$ cat config.mk
export PLATFORM = sky130hd
export DESIGN_NAME = serial_addsub_flat
export DESIGN_NICKNAME = d
export VERILOG_FILES = /design/src/rtl/serial_addsub_pkg.sv /design/src/rtl/serial_addsub_if.sv /design/src/rtl/full_adder_1bit.sv /design/src/rtl/serial_addsub.sv /design/src/flat_wrapper.sv
export SDC_FILE = /design/constraint.sdc
export NUM_CORES = 1
export LEC_CHECK = 0
export BUFFER_PORTS_ARGS = -buffer_cell sky130_fd_sc_hd__buf_2
export CORE_ASPECT_RATIO = 0.7
export CORE_MARGIN = 1
export CORE_UTILIZATION = 52
export CTS_CLUSTER_SIZE = 8
export DETAILED_ROUTE_END_ITERATION = 8
export MAX_ROUTING_LAYER = met4
export PLACE_DENSITY = 0.77
export SLEW_MARGIN = 20
export SYNTH_ARGS = -nofsm -noshare
export SYNTH_HDL_FRONTEND = slang
export SYNTH_SLANG_ARGS = --single-unit
$ cat constraint.sdc
create_clock -name clk -period 1.4 [get_ports clk]
set_input_delay 0.21 -clock clk [delete_from_list [all_inputs] [get_ports clk]]
set_output_delay 0.21 -clock clk [all_outputs]
set_load 0.02 [all_outputs]
$ cat src/rtl/serial_addsub_pkg.sv
// Shared types for the bit-serial adder/subtractor: sequencing states and
// their encoding width.
package serial_addsub_pkg;

  localparam int STATE_W = 2;

  typedef enum logic [STATE_W-1:0] {
    ST_IDLE,
    ST_SHIFT,
    ST_DONE
  } state_t;

endpackage

$ cat src/rtl/serial_addsub_if.sv
// Operand/result handshake bundle for serial_addsub. The producer and consumer
// sit on the master side; the arithmetic block is the slave.
interface serial_addsub_if #(
  parameter int WIDTH = 8
);

  logic             in_valid;
  logic             in_ready;
  logic [WIDTH-1:0] a;
  logic [WIDTH-1:0] b;
  logic             sub;
  logic             out_valid;
  logic             out_ready;
  logic [WIDTH-1:0] result;
  logic             cout;
  logic             ovf;

  modport master (
    output in_valid,
    output a,
    output b,
    output sub,
    output out_ready,
    input  in_ready,
    input  out_valid,
    input  result,
    input  cout,
    input  ovf
  );

  modport slave (
    input  in_valid,
    input  a,
    input  b,
    input  sub,
    input  out_ready,
    output in_ready,
    output out_valid,
    output result,
    output cout,
    output ovf
  );

endinterface

$ cat src/rtl/full_adder_1bit.sv
// Single-bit full adder cell; purely combinational.
module full_adder_1bit (
  input  logic a,
  input  logic b,
  input  logic cin,
  output logic sum,
  output logic cout
);

  assign sum  = a ^ b ^ cin;
  assign cout = (a & b) | (cin & (a ^ b));

endmodule

$ cat src/rtl/serial_addsub.sv
// Bit-serial two's-complement add/subtract, LSB first, one bit per clock,
// through a single full_adder_1bit cell with the carry held in a flop.
//
// state    | meaning
// ---------+---------------------------------------------------------------
// ST_IDLE  | in_ready high; operands loaded on in_valid
// ST_SHIFT | one result bit per cycle, WIDTH cycles
// ST_DONE  | out_valid high, outputs frozen until out_ready
module serial_addsub
  import serial_addsub_pkg::*;
#(
  parameter int WIDTH = 8
) (
  input logic            clk,
  input logic            rst,
  serial_addsub_if.slave bus
);

  localparam int CNT_W = $clog2(WIDTH);
  localparam logic [CNT_W-1:0] CNT_LAST = CNT_W'(WIDTH - 1);

  state_t           state_q;
  state_t           state_d;
  logic [WIDTH-1:0] a_sr;
  logic [WIDTH-1:0] b_sr;
  logic [WIDTH-1:0] res_q;
  logic [CNT_W-1:0] cnt_q;
  logic             sub_q;
  logic             carry_q;
  logic             cout_q;
  logic             ovf_q;
  logic             out_valid_q;

  logic             accept;
  logic             last_bit;
  logic             fa_b;
  logic             fa_sum;
  logic             fa_cout;

  assign accept   = (state_q == ST_IDLE) && bus.in_valid;
  assign last_bit = (state_q == ST_SHIFT) && (cnt_q == CNT_LAST);

  // Subtraction is a + ~b + 1: b is inverted bit by bit and the +1 enters
  // through the carry flop, which is preset to sub on accept.
  assign fa_b = b_sr[0] ^ sub_q;

  full_adder_1bit u_fa (
    .a    (a_sr[0]),
    .b    (fa_b),
    .cin  (carry_q),
    .sum  (fa_sum),
    .cout (fa_cout)
  );

  always_comb begin
    state_d = state_q;
    unique case (state_q)
      ST_IDLE:  if (bus.in_valid)  state_d = ST_SHIFT;
      ST_SHIFT: if (last_bit)      state_d = ST_DONE;
      ST_DONE:  if (bus.out_ready) state_d = ST_IDLE;
      default:                     state_d = ST_IDLE;
    endcase
  end

  always_ff @(posedge clk) begin
    if (rst) begin
      state_q     <= ST_IDLE;
      a_sr        <= '0;
      b_sr        <= '0;
      res_q       <= '0;
      cnt_q       <= '0;
      sub_q       <= 1'b0;
      carry_q     <= 1'b0;
      cout_q      <= 1'b0;
      ovf_q       <= 1'b0;
      out_valid_q <= 1'b0;
    end else begin
      state_q     <= state_d;
      out_valid_q <= (state_d == ST_DONE);
      if (accept) begin
        a_sr    <= bus.a;
        b_sr    <= bus.b;
        sub_q   <= bus.sub;
        carry_q <= bus.sub;
        cnt_q   <= '0;
      end else if (state_q == ST_SHIFT) begin
        a_sr    <= a_sr >> 1;
        b_sr    <= b_sr >> 1;
        res_q   <= {fa_sum, res_q[WIDTH-1:1]};
        carry_q <= fa_cout;
        cnt_q   <= cnt_q + 1'b1;
        // carry_q here is still the carry into the MSB
        if (last_bit) begin
          cout_q <= fa_cout;
          ovf_q  <= carry_q ^ fa_cout;
        end
      end
    end
  end

  assign bus.in_ready  = (state_q == ST_IDLE);
  assign bus.out_valid = out_valid_q;
  assign bus.result    = res_q;
  assign bus.cout      = cout_q;
  assign bus.ovf       = ovf_q;

endmodule
$ cat src/flat_wrapper.sv
// flat-port wrapper written by rule: the top's interface ports become plain ports
module serial_addsub_flat import serial_addsub_pkg::*;
#(
  parameter int WIDTH = 8
)
  (clk, rst, bus_in_valid, bus_a, bus_b, bus_sub, bus_out_ready, bus_in_ready, bus_out_valid, bus_result, bus_cout, bus_ovf);
  serial_addsub_if #(.WIDTH(WIDTH)) bus_i ();
  input logic clk;
  input logic rst;
  input wire logic [$bits(bus_i.in_valid)-1:0] bus_in_valid;
  input wire logic [$bits(bus_i.a)-1:0] bus_a;
  input wire logic [$bits(bus_i.b)-1:0] bus_b;
  input wire logic [$bits(bus_i.sub)-1:0] bus_sub;
  input wire logic [$bits(bus_i.out_ready)-1:0] bus_out_ready;
  output wire logic [$bits(bus_i.in_ready)-1:0] bus_in_ready;
  output wire logic [$bits(bus_i.out_valid)-1:0] bus_out_valid;
  output wire logic [$bits(bus_i.result)-1:0] bus_result;
  output wire logic [$bits(bus_i.cout)-1:0] bus_cout;
  output wire logic [$bits(bus_i.ovf)-1:0] bus_ovf;
  assign bus_i.in_valid = bus_in_valid;
  assign bus_i.a = bus_a;
  assign bus_i.b = bus_b;
  assign bus_i.sub = bus_sub;
  assign bus_i.out_ready = bus_out_ready;
  assign bus_in_ready = bus_i.in_ready;
  assign bus_out_valid = bus_i.out_valid;
  assign bus_result = bus_i.result;
  assign bus_cout = bus_i.cout;
  assign bus_ovf = bus_i.ovf;
  serial_addsub #(.WIDTH(WIDTH)) u_core (.clk(clk), .rst(rst), .bus(bus_i));
endmodule
==> run metrics <==
worst hold stages=3; # DRC=0; hold path startpoint=bus_a[7]; DIE HEIGHT=46.6 um; Area contributors post-synth=dfxtp_1 (46%), a21oi_1 (9.5%), nand2_1 (8.4%); layout net count=232; Worst-path clk slew=0.07 ns; crit share post-route=0.957; WP data required=1.56 ns; Post-DRT Antenna Nets=0; r2r setup slk=0.06 ns; WL final=3.21 mm; Seq cells post-synth=34; share of post-route cells with drive strength above 1=0.297; worst-skew pair later-pin latency=0.28 ns; Hold Crit Class=input port to flop; Clock power frac=0.348; first-pass GRT wire length=5.24 mm; Final Instance Area=1820 um^2; VDD IR max=773 uV; Antenna Diode Count=0; status=completed; Iteration-0 DRC Markers=77; Area Growth Syn to Fin=23.0%; H-tree Lvls=2; Die ar.=3060 um^2; largest net degree at the start of global routing=35; Vias=1262; Num CTS Buffers=5; Worst slew margin=0.850; Synth top area share=0.461; fill count=208; clock tree sinks=34; reg2reg end=u_core.b_sr[6]$_SDFFE_PP0P_; RSZ-0062 raised after global routing=no; Post-DP Area=1710 um^2; Sw Pwr=0.000563 W; ys async rst share=0; internal cell power=0.00158 W; hold_buf cts=0; LEAKAGE=0.738 nW; Post-Synthesis Cells=173; Pwr Density=1180 nW/um^2; Root Driver=clkbuf_8; Synth Flop Type=dfxtp_1; PortBufs=32; switching part of the total=0.263; Final Power=0.00214 W; Reg2Reg Launch Point=u_core.state_q[0]$_SDFF_PP0_; CTS tree=yes; Final Wtd Congestion=0.807; Mapped Nets=197; core box area=2570 um^2; fmax=747 MHz; post-layout min period=1.34 ns; Final Max Tran Viols=0; largest area contributor in the netlist=dfxtp_1; Mean Syn Cell Area=8.54 um^2; Setup crit start kind=flop; R2R depth=4; Hold Vio Cnt, Final=0; Vias/cell=5.19; final setup vio count=0; maxcap violations=0; worst-margin pin slew=0.224 ns; sequential fraction of design power=0.496; Worst Clk Skew=0.00617 ns; CP Max Fanout=12; row cnt=15; Setup TNS=0 ns; HPWL Detailed=2.16 mm; Setup WS post-layout=0.0608 ns; post-synthesis sequential area ratio=0.461; CP Class=flop to flop; boundary pin count=33; yosys warns=0; Cell variety after synth=26; Gate power share=0.156; Worst Hold End=u_core.a_sr[7]$_SDFFE_PP0P_; die width=65.7 um; Max clock buf depth=2; CP Capture Type=flop; Post-Layout Cell Count=243; initial antenna violation count=0; GRT Overall Usage=0.248; GR Overflow Total=0; synthesized area=1480 um^2; crit path DAT=1.50 ns; routed len/inst=13.2 um; vias in the first global route=1124; EDFF count, synth=0; initial cell density of the core=0.575; DR pass1 iterations=4; placed cell count=235; Place WS=-0.00278 ns
==> cells by family after synthesis <==
logic type | share of synthesized area
AO/OA/AOI/OAI | 0.184
XOR/XNOR | 0.0178
adder cells (fa/ha/maj) | 0.0305
buffers and inverters | 0.0694
flip-flops | 0.461
multiplexers | 0.0135
AND/OR/NAND/NOR | 0.224
==> repair_timing <==
item | in CTS | in global routing
setup endpoints to repair | 2 | 11
pin swaps | 0 | 1
gates resized for setup | 1 | 3
buffers inserted | 0 | 0
==> registers in the layout, summed over array words and instances (netlist names) <==
signal	count
u_core.a_sr	8
u_core.b_sr	8
u_core.bus.result	8
u_core.cnt_q	3
u_core.state_q	2
u_core.bus.cout	1
u_core.bus.out_valid	1
u_core.bus.ovf	1
u_core.carry_q	1
u_core.sub_q	1
==> critical path, stage by stage, from the launching register on <==
cell	delay [ns]
dfxtp_2	0.38
or3b_1	0.44
buf_4	0.19
nor2_1	0.14
a311oi_2	0.07
==> power by group through the flow <==
stage          registers, W  logic (W)  clock network [W]
2_1_floorplan       0.00108   0.000220                  0
3_3_place_gp        0.00108   0.000317                  0
3_5_place_dp        0.00108   0.000328                  0
4_1_cts             0.00106   0.000331           0.000766
5_1_grt             0.00107   0.000369           0.000809
6_report            0.00106   0.000333           0.000746
==> cells in the mapped netlist, types with 2 or more instances <==
library cell	count
a211oi_1	12
a21oi_1	28
buf_2	4
buf_4	2
buf_6	4
clkbuf_1	4
dfxtp_1	34
ha_1	2
inv_1	2
mux2i_1	2
nand2_1	33
nand2b_1	3
nand3_1	3
nor2_1	18
nor3_1	6
or3b_2	4
xnor2_1	3
==> how the worst max path moves through the flow <==
stage | from | endpoint | slack (ns) | depth (start not counted)
2_1_floorplan | u_core.state_q[0]$_SDFF_PP0_ | u_core.a_sr[0]$_SDFFE_PP0P_ | 0.13 | 4
3_3_place_gp | u_core.carry_q$_SDFFE_PP0P_ | u_core.bus.ovf$_SDFFE_PP0P_ | 0.08 | 5
3_5_place_dp | u_core.state_q[0]$_SDFF_PP0_ | u_core.b_sr[6]$_SDFFE_PP0P_ | -0.003 | 4
4_1_cts | u_core.state_q[1]$_SDFF_PP0_ | u_core.b_sr[2]$_SDFFE_PP0P_ | 0.04 | 5
5_1_grt | u_core.state_q[1]$_SDFF_PP0_ | u_core.a_sr[3]$_SDFFE_PP0P_ | 0.006 | 5
6_report | u_core.state_q[0]$_SDFF_PP0_ | u_core.b_sr[6]$_SDFFE_PP0P_ | 0.06 | 4
==> stage by stage <==
stage	hold WS, ns	util
4_1_cts	0.151	0.704
6_report	0.155	0.707
3_3_place_gp	0.441	0.666
3_5_place_dp	0.445	0.666
2_1_floorplan	0.346	-
5_1_grt	0.177	0.707
==> layout by cell type, fill, tap and decap left out, drive strengths merged <==
| cell type | instances |
|---|---|
| a211oi | 12 |
| a21oi | 28 |
| a311oi | 2 |
| buf | 42 |
| clkbuf | 6 |
| clkinv | 1 |
| clkinvlp | 1 |
| dfxtp | 34 |
| fa | 1 |
| ha | 2 |
| inv | 2 |
| mux2i | 2 |
| nand2 | 33 |
| nand2b | 3 |
| nand3 | 3 |
| nand3b | 1 |
| nor2 | 18 |
| nor2b | 1 |
| nor3 | 6 |
| nor3b | 1 |
| o21a | 1 |
| o21ba | 1 |
| or3b | 5 |
| xnor2 | 3 |
==> per-layer routing <==
metal	GRT usage	vias up	wire length, um	share of wire
met5	-	-	0	0
met4	0.0609	0	17	0.0053
met3	0.0792	2	263	0.082
met2	0.390	43	1520	0.47
met1	0.310	564	1410	0.44
li1	-	653	-	-
==> cell type report <==
cell class | count | area, um^2 | area share
multi-input cells | 123 | 704 | 0.387
well taps | 34 | 42.5 | 0.0234
clock buffers | 6 | 82.6 | 0.0454
repair buffers | 42 | 285 | 0.157
inverters | 2 | 7.51 | 0.00413
clock inverters | 2 | 12.5 | 0.00688
flip-flops and latches | 34 | 683 | 0.376
(Power assumes the default switching activity.)
